[config.mk]
export PLATFORM = sky130hd
export DESIGN_NAME = huffman_decoder
export DESIGN_NICKNAME = d
export VERILOG_FILES = /design/src/rtl/huffman_decoder.sv
export SDC_FILE = /design/constraint.sdc
export NUM_CORES = 1
export LEC_CHECK = 0
export CORE_AREA = 3 3 155 157
export CTS_BUF_LIST = sky130_fd_sc_hd__clkbuf_4
export CTS_CLUSTER_SIZE = 30
export DETAILED_ROUTE_END_ITERATION = 8
export DIE_AREA = 0 0 158 160
export GPL_TIMING_DRIVEN = 0
export PLACE_DENSITY_LB_ADDON = 0.05
export SLEW_MARGIN = 25
export SYNTH_ARGS = -nofsm -noshare
export SYNTH_HDL_FRONTEND = slang
export SYNTH_SLANG_ARGS = --single-unit
[constraint.sdc]
create_clock -name Clk_in -period 4 [get_ports Clk_in]
set_input_delay 1 -clock Clk_in [delete_from_list [all_inputs] [get_ports Clk_in]]
set_output_delay 1 -clock Clk_in [all_outputs]
set_load 0.05 [all_outputs]
[src/rtl/huffman_decoder.sv]
// huffman_decoder: serial MSB-first Huffman decoder with a loadable 10-entry code table.
// Optional macro HUFF_DEC_STATS_EN adds the Bits_used accepted-bit counter output.
`default_nettype none

module huffman_decoder #(
    parameter int SYM_N   = 10,
    parameter int MAX_LEN = 9,
    parameter int CNT_W   = 16
) (
    input  logic               Clk_in,
    input  logic               Rst,
    input  logic               Tbl_we,
    input  logic [3:0]         Tbl_addr,
    input  logic [3:0]         Tbl_len,
    input  logic [MAX_LEN-1:0] Tbl_code,
    input  logic               Start_dec,
    input  logic [CNT_W-1:0]   Sym_count,
    input  logic               Bit_in,
    input  logic               Bit_valid,
    output logic               Bit_ready,
    output logic [3:0]         Sym_out,
    output logic               Sym_valid,
    input  logic               Sym_ready,
    output logic               Busy,
    output logic               Fin,
`ifdef HUFF_DEC_STATS_EN
    output logic [CNT_W+3:0]   Bits_used,
`endif
    output logic               Err
);

    localparam logic [3:0]       c_sym_n   = 4'(SYM_N);
    localparam logic [3:0]       c_max_len = 4'(MAX_LEN);
    localparam logic [CNT_W-1:0] c_cnt_one = CNT_W'(1);

    typedef enum logic [1:0] {
        S_IDLE  = 2'd0,
        S_SHIFT = 2'd1,
        S_MATCH = 2'd2,
        S_EMIT  = 2'd3
    } state_t;

    state_t             r_state;
    state_t             w_state_nxt;
    logic [3:0]         r_tbl_len  [SYM_N];
    logic [MAX_LEN-1:0] r_tbl_code [SYM_N];
    logic [MAX_LEN-1:0] r_acc;
    logic [3:0]         r_len;
    logic [CNT_W-1:0]   r_remaining;
    logic [3:0]         r_sym_out;
    logic               r_err;
    logic               r_fin_zero;
    logic               w_fin_last;
    logic               w_hit;
    logic [3:0]         w_hit_idx;

    always_ff @(posedge Clk_in) begin
        if (Rst) begin
            r_state <= S_IDLE;
        end else begin
            r_state <= w_state_nxt;
        end
    end

    // Descending scan so the lowest matching index is the one left standing.
    always_comb begin
        w_hit     = 1'b0;
        w_hit_idx = 4'd0;
        for (int i = SYM_N - 1; i >= 0; i--) begin
            if (r_tbl_len[i] == r_len && r_tbl_code[i] == r_acc) begin
                w_hit     = 1'b1;
                w_hit_idx = 4'(i);
            end
        end
    end

    always_comb begin
        w_state_nxt = r_state;
        Bit_ready   = 1'b0;
        Sym_valid   = 1'b0;
        w_fin_last  = 1'b0;
        case (r_state)
            S_IDLE: begin
                if (Start_dec && Sym_count != '0) begin
                    w_state_nxt = S_SHIFT;
                end
            end
            S_SHIFT: begin
                Bit_ready = 1'b1;
                if (Bit_valid) begin
                    w_state_nxt = S_MATCH;
                end
            end
            S_MATCH: begin
                if (w_hit) begin
                    w_state_nxt = S_EMIT;
                end else if (r_len == c_max_len) begin
                    w_state_nxt = S_IDLE;
                end else begin
                    w_state_nxt = S_SHIFT;
                end
            end
            S_EMIT: begin
                Sym_valid = 1'b1;
                if (Sym_ready) begin
                    if (r_remaining == c_cnt_one) begin
                        w_fin_last  = 1'b1;
                        w_state_nxt = S_IDLE;
                    end else begin
                        w_state_nxt = S_SHIFT;
                    end
                end
            end
            default: w_state_nxt = S_IDLE;
        endcase
    end

    assign Busy    = (r_state != S_IDLE);
    assign Sym_out = r_sym_out;
    assign Err     = r_err;
    // Zero-count starts finish one cycle later; normal decodes finish on the last handoff.
    assign Fin     = r_fin_zero | w_fin_last;

    always_ff @(posedge Clk_in) begin
        if (Rst) begin
            for (int i = 0; i < SYM_N; i++) begin
                r_tbl_len[i]  <= 4'd0;
                r_tbl_code[i] <= '0;
            end
            r_acc       <= '0;
            r_len       <= 4'd0;
            r_remaining <= '0;
            r_sym_out   <= 4'd0;
            r_err       <= 1'b0;
            r_fin_zero  <= 1'b0;
        end else begin
            r_fin_zero <= 1'b0;
            case (r_state)
                S_IDLE: begin
                    if (Tbl_we && Tbl_addr < c_sym_n) begin
                        r_tbl_len[Tbl_addr]  <= (Tbl_len > c_max_len) ? 4'd0 : Tbl_len;
                        r_tbl_code[Tbl_addr] <= Tbl_code;
                    end
                    if (Start_dec) begin
                        r_err <= 1'b0;
                        if (Sym_count == '0) begin
                            r_fin_zero <= 1'b1;
                        end else begin
                            r_remaining <= Sym_count;
                            r_acc       <= '0;
                            r_len       <= 4'd0;
                        end
                    end
                end
                S_SHIFT: begin
                    if (Bit_valid) begin
                        r_acc <= {r_acc[MAX_LEN-2:0], Bit_in};
                        r_len <= r_len + 4'd1;
                    end
                end
                S_MATCH: begin
                    if (w_hit) begin
                        r_sym_out <= w_hit_idx;
                    end else if (r_len == c_max_len) begin
                        r_err <= 1'b1;
                    end
                end
                S_EMIT: begin
                    if (Sym_ready) begin
                        r_remaining <= r_remaining - c_cnt_one;
                        r_acc       <= '0;
                        r_len       <= 4'd0;
                    end
                end
                default: ;
            endcase
        end
    end

`ifdef HUFF_DEC_STATS_EN
    localparam logic [CNT_W+3:0] c_bits_one = (CNT_W+4)'(1);
    logic [CNT_W+3:0] r_bits_used;

    always_ff @(posedge Clk_in) begin
        if (Rst) begin
            r_bits_used <= '0;
        end else if (r_state == S_IDLE && Start_dec) begin
            r_bits_used <= '0;
        end else if (r_state == S_SHIFT && Bit_valid) begin
            r_bits_used <= r_bits_used + c_bits_one;
        end
    end

    assign Bits_used = r_bits_used;
`endif

endmodule

`default_nettype wire

==> run summary, run 1 <==
Grt met3 use: 3.902%
Max clock buf depth: 2
Ys flop type: edfxtp_1
Largest net degree at the start of global routing: 19
GRT Overall Usage: 19.54%
Synth Area in Simple Gates: 17.49%
Seq cells post-synth: 167
Worst-path clk slew: 150 ps
PostCTS Resize Cnt: 0
Global placement routability congestion: 0.8166
Worst hold slack: 487.2 ps
CTS tree: done
Max incr delay on CP: 820 ps
Critical Path RT: 3000 ps
# H-tree levels: 4
Clock insertion delay at the later pin of the skew report: 560 ps
Synth Area in XOR/XNOR: 14.22%
Worst Clk Skew: 22.04 ps
CP Launch Type: flip-flop
Buffers & Inverters on Critical Path: 1
Switch share: 29.26%
Hold Path Stages: 1
Critical path type: reg -> out
Post-CTS Setup Inserts: 0
Post-route ant nets: 0
Clock power frac: 30.6%
GRT busiest layer: met2
Leak: 3.305 nW
Final count of hold timing violations: 0
Sequential element share of the synthesized area: 57.11%
Clock sinks: 167
Routing usage on met1: 27.78%
Initial Util: 35.92%
Arrival time worst endpoint: 2740 ps
# rows: 55
Register-to-Register Path Depth: 9
Cell-internal power: 2.438 mW
First-pass GRT wire length: 35,940 microns
Outcome: completed
CTS buffer count: 17
Cell at the slowest stage of the critical path: clkdlybuf4s50_1
Tmin final: 3742 ps
Routed vias: 5,966
Switching pwr: 1.009 mW
Worst VDD drop: 0.1941 mV
Critical path depth in cells: 6
Mapped Avg Cell Area: 10.87 sq um
Drt pass-1 iters: 6
Hold buffer count at cts: 0
Final instance area: 9276 sq um
Crit Path Max Fanout: 6
RSZ-0062 raised after global routing: false
DRC: 0
Total power: 3.447 mW
M2 GR Usage: 30.39%
Congestion Overflow GR: 0
Sequential power share: 57.7%
Hold WC Path Type: reg -> reg
Largest family of logic cells by synthesized area: simple AND/OR/NAND/NOR gates
Wire per inst: 21.66 microns
YS warnings: 0
Post-synth EDFFs: 130
Slew @ Worst Pin: 785.7 ps
Cell area after synthesis: 8133 sq um
Hpwl dp: 16,070 microns
1st-iter DRT viols: 468
I/O pin count: 49
PwrDens: 371.6 nW/um^2
Pins Over Slew Limit: 0
Placed Instance Area: 8970 sq um
Crit. End Element: primary output
DR vias/cell: 5.355
Vias in the first global route: 5,714
Nets: 859
Share of layout cells above drive strength 1: 6.763%
I/O Buffers: 48
Rel. slew slack: 47.49%
FFs w/ async S/R, synth: 0%
Root Driver: clkbuf_4
Fill count: 2,214
Mux contribution to synthesized area: 0%
CORE AREA: 22,640 sq um
Routed WL: 24,130 microns
Max cap viols: 0
Mapped Cells: 748
Crit share post-route: 93.56%
Sum of negative setup slack: 0 ps
Cell breakdown of the critical path: nor2_1 > nand3b_1 > nor4_1 > nand4_1 > o21bai_1 > clkdlybuf4s50_1
Yosys cell types: 46
Syn_nets: 792
Gate power share: 11.6%
Delay-heaviest family, CP: buffers and inverters
Initial antenna violation count: 1
Adder-cell share of the synthesized area: 0.6154%
# setup viols final: 0
Die Area: 25,280 sq um
Compound-gate portion of the synthesized area: 7.308%
Die width: 158 microns
F_max: 267.2 MHz
Layout area overhead: 14.06%
Die Y: 160 microns
==> cell usage after synthesis, drive strengths merged (5+ instances only) <==
cell / n / area share (%)
a211oi: 11 / 1.0
a21oi: 19 / 1.2
a22oi: 16 / 1.5
buf: 13 / 1.1
clkbuf: 25 / 1.2
dfxtp: 37 / 9.1
edfxtp: 130 / 48
inv: 22 / 1.0
nand2: 40 / 1.8
nand2b: 11 / 0.85
nand3: 9 / 0.55
nand4: 25 / 1.9
nor2: 158 / 7.3
nor3: 13 / 0.80
nor4: 30 / 3.1
o21ai: 17 / 1.0
o22ai: 5 / 0.38
xnor2: 70 / 7.5
xor2: 62 / 6.7
==> layout by cell type, fill, tap and decap left out, drive strengths merged, types with 4 or more instances in the layout <==
cell type	instances
edfxtp	130
nand4	25
nand3b	4
a22oi	16
nor3	13
clkbuf	42
a211oi	11
xnor2	70
a21oi	19
buf	13
dfxtp	37
inv	33
nor4	30
xor2	62
nand3	9
o22ai	5
nand2	40
o21ai	17
nand2b	11
nor2	158
ha	4
clkdlybuf4s50	47
==> layout make-up <==
type | instances | area [sq um] | share of cell area, %
clock buffer | 17 | 127.6 | 1.376
timing repair buffer | 48 | 483.0 | 5.206
buffer | 38 | 182.7 | 1.969
tap | 285 | 356.6 | 3.844
antenna | 1 | 2.502 | 0.02698
multi-input combinational | 521 | 3223 | 34.75
sequential | 167 | 4644 | 50.07
clock inverter | 15 | 173.9 | 1.875
inverter | 22 | 82.58 | 0.8902
==> per-layer routing <==
| layer | up-vias | share of wire [%] |
|---|---|---|
| met5 | - | 0 |
| met4 | 0 | 1.9 |
| met3 | 27 | 5.1 |
| met2 | 171 | 47 |
| met1 | 3004 | 46 |
| li1 | 2764 | - |
==> path summary, 6_finish.rpt <==
check / from / slack [ps] / end
min: Err / 490 / Err
max: r_remaining[4] / 260 / Fin
min reg2reg: Err / 490 / Err
max reg2reg: r_acc[0] / 950 / Sym_out[0]
==> flip-flops by register name, summed over array words and instances, names as in the netlist <==
| register | cells |
|---|---|
| r_fin_zero | 1 |
| r_tbl_len | 40 |
| r_tbl_code | 90 |
| r_remaining | 16 |
| Sym_out | 4 |
| r_len | 4 |
| Err | 1 |
| r_acc | 9 |
| r_state | 2 |
==> power by group through the flow <==
stage / Clock [mW] / Sequential [mW] / Combinational (mW)
3_3_place_gp: 0 / 2.03 / 0.396
5_1_grt: 1.16 / 2.00 / 0.439
2_1_floorplan: 0 / 2.02 / 0.253
3_5_place_dp: 0 / 2.03 / 0.402
6_report: 1.06 / 1.99 / 0.401
4_1_cts: 1.08 / 1.99 / 0.403
==> through the flow <==
step / cells / setup WS (ps) / util (%)
CTS: 1113 / 45.52 / 40.95
floorplan: 748 / 1197 / -
global route: 1114 / 38.02 / 40.97
detailed placement: 1081 / 339.5 / 39.62
global placement: 1081 / 401.6 / 39.62
finish: 1114 / 257.6 / 40.97
==> logic make-up (layout without fill, tap and decap cells) <==
family,after synthesis,after routing
XOR/XNOR,132,132
buffers and inverters,60,140
other,0,1
AND/OR/NAND/NOR,298,298
adder cells (fa/ha/maj),4,4
flip-flops,167,167
AO/OA/AOI/OAI,87,87
No activity file was read; power rests on OpenSTA's default activity.
==> inputs of run 2 (changes only) <==
--- a/config.mk
+++ b/config.mk
@@ -5,12 +5,12 @@
 export SDC_FILE = /design/constraint.sdc
 export NUM_CORES = 1
 export LEC_CHECK = 0
+export CAP_MARGIN = 30
 export CORE_AREA = 3 3 155 157
 export CTS_BUF_LIST = sky130_fd_sc_hd__clkbuf_4
 export CTS_CLUSTER_SIZE = 30
 export DETAILED_ROUTE_END_ITERATION = 8
 export DIE_AREA = 0 0 158 160
-export GPL_TIMING_DRIVEN = 0
 export PLACE_DENSITY_LB_ADDON = 0.05
 export SLEW_MARGIN = 25
 export SYNTH_ARGS = -nofsm -noshare
==> run 2 against run 1 <==
Effect of this change:
- critical path depth decreased by 1
- clock skew decreased by 5.3 ps
- final area increased by 0.19%
- flip-flop and latch count unchanged
- clock power decreased by 17%
- worst hold slack got worse by 7.6 ps
- maximum frequency increased by 8.1%
- die area unchanged
- core utilization increased by 0.077 points
- wire length decreased by 3.8%
- critical path type unchanged
- largest power group unchanged
- highest routed layer unchanged
==> run summary, run 2 (synthesized netlist as in run 1, its figures left out) <==
Outcome: completed
Routing usage on met1: 25.26% (-2.5 points)
Hold WC Path Type: reg -> reg
Sum of negative setup slack: 0 ps (unchanged)
First-pass GRT wire length: 34,650 microns (-3.6%)
# H-tree levels: 4 (unchanged)
CORE AREA: 22,640 sq um (unchanged)
Slew @ Worst Pin: 792.5 ps (+6.788 ps)
Share of layout cells above drive strength 1: 9.685% (+2.9 points)
I/O pin count: 49 (unchanged)
Max clock buf depth: 2 (unchanged)
DR vias/cell: 5.237 (-2.2%)
Grt met3 use: 3.279% (-0.62 points)
Hold buffer count at cts: 0 (unchanged)
CP Launch Type: flip-flop
Worst setup path startpoint: r_state[1]
Routed vias: 5,823 (-2.4%)
Routed WL: 23,210 microns (-3.8%)
Rel. slew slack: 47.09% (-0.40 points)
Wire per inst: 20.87 microns (-3.6%)
Max incr delay on CP: 850 ps (+30 ps)
GRT busiest layer: met2
Arrival time worst endpoint: 2460 ps (-280 ps)
Worst-path clk slew: 150 ps (about the same)
Root Driver: clkbuf_4
Most frequent cells in the layout: 158 x nor2_1, 130 x edfxtp_1, 70 x xnor2_1
Post-CTS Setup Inserts: 0 (unchanged)
Setup WS pre-CTS: 572.1 ps (+232.5 ps)
Initial antenna violation count: 1 (unchanged)
Commonest non-fill, non-tap cell in the layout: nor2_1
RSZ-0062 raised after global routing: false
Leak: 3.322 nW (+0.52%)
1st-iter DRT viols: 458 (-2.1%)
Global placement routability congestion: 0.7614 (-6.8%)
Cell at the slowest stage of the critical path: clkdlybuf4s50_1
Crit Path Max Fanout: 24 (+18)
Reg with most FFs: r_tbl_code
Post-route ant nets: 0 (unchanged)
Die Y: 160 microns (unchanged)
Cell breakdown of the critical path: nand2_1 > buf_4 > inv_1 > buf_4 > clkdlybuf4s50_1
CTS buffer count: 17 (unchanged)
Congestion Overflow GR: 0 (unchanged)
Tmin final: 3461 ps (-281.4 ps)
Worst Clk Skew: 16.74 ps (-5.302 ps)
Max cap viols: 0 (unchanged)
Crit path top cell by count: buf_4
DRC: 0 (unchanged)
# rows: 55 (unchanged)
Worst VDD drop: 0.1494 mV (-23%)
Nets: 857 (-0.23%)
Initial Util: 35.92% (unchanged)
Reg2Reg Launch Point: r_acc[5]
PwrDens: 351.6 nW/um^2 (-5.4%)
Die Area: 25,280 sq um (unchanged)
Clock sinks: 167 (unchanged)
CTS tree: done
M2 GR Usage: 31.03% (+0.64 points)
Beginning of the worst hold path: Sym_out[3]
Setup ws final: 539.0 ps (+281.4 ps)
Critical Path RT: 3000 ps (about the same)
Hpwl dp: 15,490 microns (-3.6%)
Vias in the first global route: 5,842 (+2.2%)
Crit. End Element: primary output
Die width: 158 microns (unchanged)
Drt pass-1 iters: 5 (-1)
F_max: 288.9 MHz (+8.1%)
Pins Over Slew Limit: 0 (unchanged)
Max FFs per register: 90 (unchanged)
# setup viols final: 0 (unchanged)
Largest net degree at the start of global routing: 38 (+19)
Critical path type: reg -> out
PostCTS Resize Cnt: 0 (unchanged)
Layout area overhead: 14.28%
Biggest regs: r_tbl_code x90, r_tbl_len x40, r_remaining x16
Final count of hold timing violations: 0 (unchanged)
Clock insertion delay at the later pin of the skew report: 540 ps (-20 ps)
GRT Overall Usage: 18.71% (-0.83 points)
Crit share post-route: 86.52% (-7.0 points)
I/O Buffers: 48 (unchanged)
## run 2: changes by cell type in the layout (fill, tap and decap cells not counted), moves of 2 or more
cell,change
buf_2,-7
buf_4,+35
buf_6,-3
clkbuf_1,-25
clkinv_1,+2
clkinv_2,+2
clkinvlp_4,+3
inv_6,-2
inv_8,-5
## run 2: final timing paths
path / endpoint / slack (ps) / depth (start not counted)
worst min-delay path: Sym_out[3] / 480 / 2
worst max register to register: Sym_out[0] / 970 / 8
worst max-delay path: Sym_valid / 540 / 5
worst min register to register: Sym_out[3] / 480 / 2
## run 2: critical path, delay by kind of cell (launching register included)
| family | cells | cell delay (ps) |
|---|---|---|
| buffers and inverters | 4 | 1380 |
| flip-flops | 1 | 470 |
| AND/OR/NAND/NOR | 1 | 80 |
## run 2: final cells by class
| class | instances | area (sq um) |
|---|---|---|
| diodes | 1 | 2.502 |
| clock buffers | 18 | 135.1 |
| clock inverters | 14 | 102.6 |
| fillers | 2154 | 13350 |
| inverters | 22 | 82.58 |
| multi-input cells | 521 | 3227 |
| flip-flops and latches | 167 | 4644 |
| well taps | 285 | 356.6 |
| repair buffers | 84 | 743.2 |
## run 2: metrics by stage
step | std cells | hold WS [ps] | area, sq um | power, mW | utilization [%]
after floorplan | 748 | 500.2 | 8133 | 2.270 | -
after global routing | 1112 | 497.2 | 9294 | 3.410 | 41.05
after global placement | 1079 | 448.8 | 9054 | 2.420 | 39.99
after detailed placement | 1079 | 465.6 | 9054 | 2.425 | 39.99
final | 1112 | 479.5 | 9294 | 3.268 | 41.05
after CTS | 1111 | 486.4 | 9291 | 3.305 | 41.04
## run 2: routing by layer
layer	part of all wire (%)	routed length, microns
met5	0	0
met3	3.8	885
met2	49	11330
met4	1.6	377
met1	46	10620
## run 2: power breakdown
part           internal (mW)  total, mW  switching (mW)
combinational          0.154      0.396           0.242
clock                  0.258      0.882           0.624
sequential              1.94       1.99          0.0514
==> inputs of run 3 (changes only) <==
--- a/config.mk
+++ b/config.mk
@@ -12,7 +12,9 @@
 export DETAILED_ROUTE_END_ITERATION = 8
 export DIE_AREA = 0 0 158 160
 export PLACE_DENSITY_LB_ADDON = 0.05
+export REMOVE_ABC_BUFFERS = 1
 export SLEW_MARGIN = 25
 export SYNTH_ARGS = -nofsm -noshare
 export SYNTH_HDL_FRONTEND = slang
 export SYNTH_SLANG_ARGS = --single-unit
+export TNS_END_PERCENT = 20
==> run 3 against run 2 <==
Effect of this change:
- non-clock buffer count rose by 4
- critical path type unchanged
- cell count rose by 0.36%
- core utilization rose by 0.29 points
- critical path depth rose by 2
==> run summary, run 3 (synthesized netlist as in run 1, its figures left out) <==
Commonest non-fill, non-tap cell in the layout: nor2_1
Routed WL: 24,510 microns (+5.6%)
Max clock buf depth: 2 (unchanged)
Hold WC Path Type: reg -> reg
Drt pass-1 iters: 5 (unchanged)
Wire per inst: 21.96 microns (+5.2%)
CTS tree: done
Outcome: completed
Switching pwr: 0.9312 mW (+1.5%)
# rows: 55 (unchanged)
Most frequent cells in the layout: 158 x nor2_1, 130 x edfxtp_1, 70 x xnor2_1
Sum of negative setup slack: 0 ps (unchanged)
Max incr delay on CP: 360 ps (-490 ps)
Largest net degree at the start of global routing: 40 (+5.3%)
Reg with most FFs: r_tbl_code
Initial Util: 35.92% (unchanged)
RSZ-0062 raised after global routing: false
CORE AREA: 22,640 sq um (unchanged)
Hpwl dp: 16,720 microns (+7.9%)
Nets: 861 (+0.47%)
Initial antenna violation count: 1 (unchanged)
Rel. slew slack: 39.93% (-7.2 points)
Fill count: 2,220 (+3.1%)
DR vias/cell: 5.398 (+3.1%)
Register-to-Register Path Depth: 8 (unchanged)
Vias in the first global route: 5,770 (-1.2%)
# setup viols final: 0 (unchanged)
PwrDens: 358.8 nW/um^2 (+2.0%)
Cell at the slowest stage of the critical path: dfxtp_1
Post-route ant nets: 0 (unchanged)
Beginning of the worst hold path: Sym_out[3]
Worst-path clk slew: 150 ps (about the same)
Clock power frac: 28.5% (+1.5 points)
Clock insertion delay at the later pin of the skew report: 570 ps (+30 ps)
Clock sinks: 167 (unchanged)
CTS buffer count: 17 (unchanged)
Crit Path Max Fanout: 4 (-83%)
Gate power share: 11.9% (-0.2 points)
Max cap viols: 0 (unchanged)
Critical path type: reg -> out
Crit. End Element: primary output
Crit share post-route: 77.80% (-8.7 points)
Switch share: 27.73% (-0.35 points)
PostCTS Resize Cnt: 0 (unchanged)
Cell-internal power: 2.426 mW (+3.3%)
Congestion Overflow GR: 0 (unchanged)
CP Launch Type: flip-flop
DRC: 0 (unchanged)
Die Area: 25,280 sq um (unchanged)
Post-CTS Setup Inserts: 0 (unchanged)
I/O Buffers: 48 (unchanged)
Arrival time worst endpoint: 2110 ps (-350 ps)
Pins Over Slew Limit: 0 (unchanged)
Final count of hold timing violations: 0 (unchanged)
Max FFs per register: 90 (unchanged)
Worst VDD drop: 0.1395 mV (-6.6%)
Reg2Reg Setup Slack: 980 ps (about the same)
Share of layout cells above drive strength 1: 10.36% (+0.68 points)
Leak: 3.354 nW (+0.97%)
# H-tree levels: 4 (unchanged)
Routed vias: 6,024 (+3.5%)
Slew @ Worst Pin: 899.7 ps (+107.2 ps)
1st-iter DRT viols: 534 (+17%)
Hold Path Stages: 2 (unchanged)
Tmin final: 3112 ps (-349.2 ps)
Reg2Reg Launch Point: r_len[0]
First-pass GRT wire length: 36,200 microns (+4.5%)
Hold buffer count at cts: 0 (unchanged)
Worst Clk Skew: 25.47 ps (+8.734 ps)
Final core utilization: 41.34% (+0.29 points)
Biggest regs: r_tbl_code x90, r_tbl_len x40, r_remaining x16
Cell breakdown of the critical path: inv_1 > ha_1 > nand3b_1 > nor4_1 > nand4_1 > o21bai_1 > buf_4
Layout area overhead: 15.08%
Sequential power share: 59.6% (-1.3 points)
Root Driver: clkbuf_4
F_max: 321.4 MHz (+11%)
Worst setup path startpoint: r_remaining[1]
GRT Overall Usage: 19.70% (+1.0 points)
Critical Path RT: 3000 ps (about the same)
Die Y: 160 microns (unchanged)
I/O pin count: 49 (unchanged)
Global placement routability congestion: 0.8167 (+7.3%)
Die width: 158 microns (unchanged)
==> run 3: cell count changes in the layout (fill, tap and decap cells not counted) <==
cell,delta
buf_8,+1
clkinvlp_2,+2
clkbuf_4,+1
bufinv_16,+1
clkinv_1,-2
clkinvlp_4,-1
clkinv_2,-1
buf_4,+3
==> run 3: worst paths after layout <==
path | endpoint
worst max register to register | Sym_out[0]
worst max-delay path | Fin
worst min-delay path | Sym_out[3]
worst min register to register | Sym_out[3]
==> run 3: layer usage <==
metal	routed length, microns	share of wire [%]	GRT usage [%]	up-vias
li1	-	-	-	2771
met1	11250	46	28.87	2993
met2	11090	45	29.93	234
met3	1783	7.3	3.713	26
met4	395	1.6	5.397	0
met5	0	0	0	-
==> run 3: cell type report <==
type	count	area (sq um)	area share (%)
inverters	22	82.58	0.8824
clock inverters	13	122.6	1.310
diodes	1	2.502	0.02674
multi-input cells	521	3227	34.48
repair buffers	88	780.7	8.342
well taps	285	356.6	3.810
flip-flops and latches	167	4644	49.63
clock buffers	19	142.6	1.524
==> run 3: worst max-delay path: cells and delay by family, from the launching register on <==
| kind | cells | cell delay [ps] |
|---|---|---|
| AND/OR/NAND/NOR | 3 | 500 |
| buffers and inverters | 2 | 320 |
| AO/OA/AOI/OAI | 1 | 200 |
| flip-flops | 1 | 360 |
| adder cells (fa/ha/maj) | 1 | 160 |
==> run 3: power groups by stage <==
stage	clock network (mW)	registers, mW	logic, mW
after global routing	1.06	2.01	0.439
after detailed placement	0	2.04	0.398
after global placement	0	2.04	0.389
after floorplan	0	2.02	0.233
final	0.957	2.00	0.400
after CTS	0.990	2.00	0.401
==> run 3: through the flow <==
step / power [mW] / area (sq um) / instances / hold slack [ps] / setup WS, ps
after floorplan: 2.256 / 7950 / 710 / 498.1 / 567.0
after global placement: 2.427 / 9076 / 1082 / 455.6 / 490.4
after detailed placement: 2.438 / 9091 / 1083 / 449.3 / 481.0
after CTS: 3.392 / 9356 / 1115 / 470.3 / 810.3
final: 3.358 / 9359 / 1116 / 468.7 / 888.2
after global routing: 3.513 / 9359 / 1116 / 492.3 / 596.8
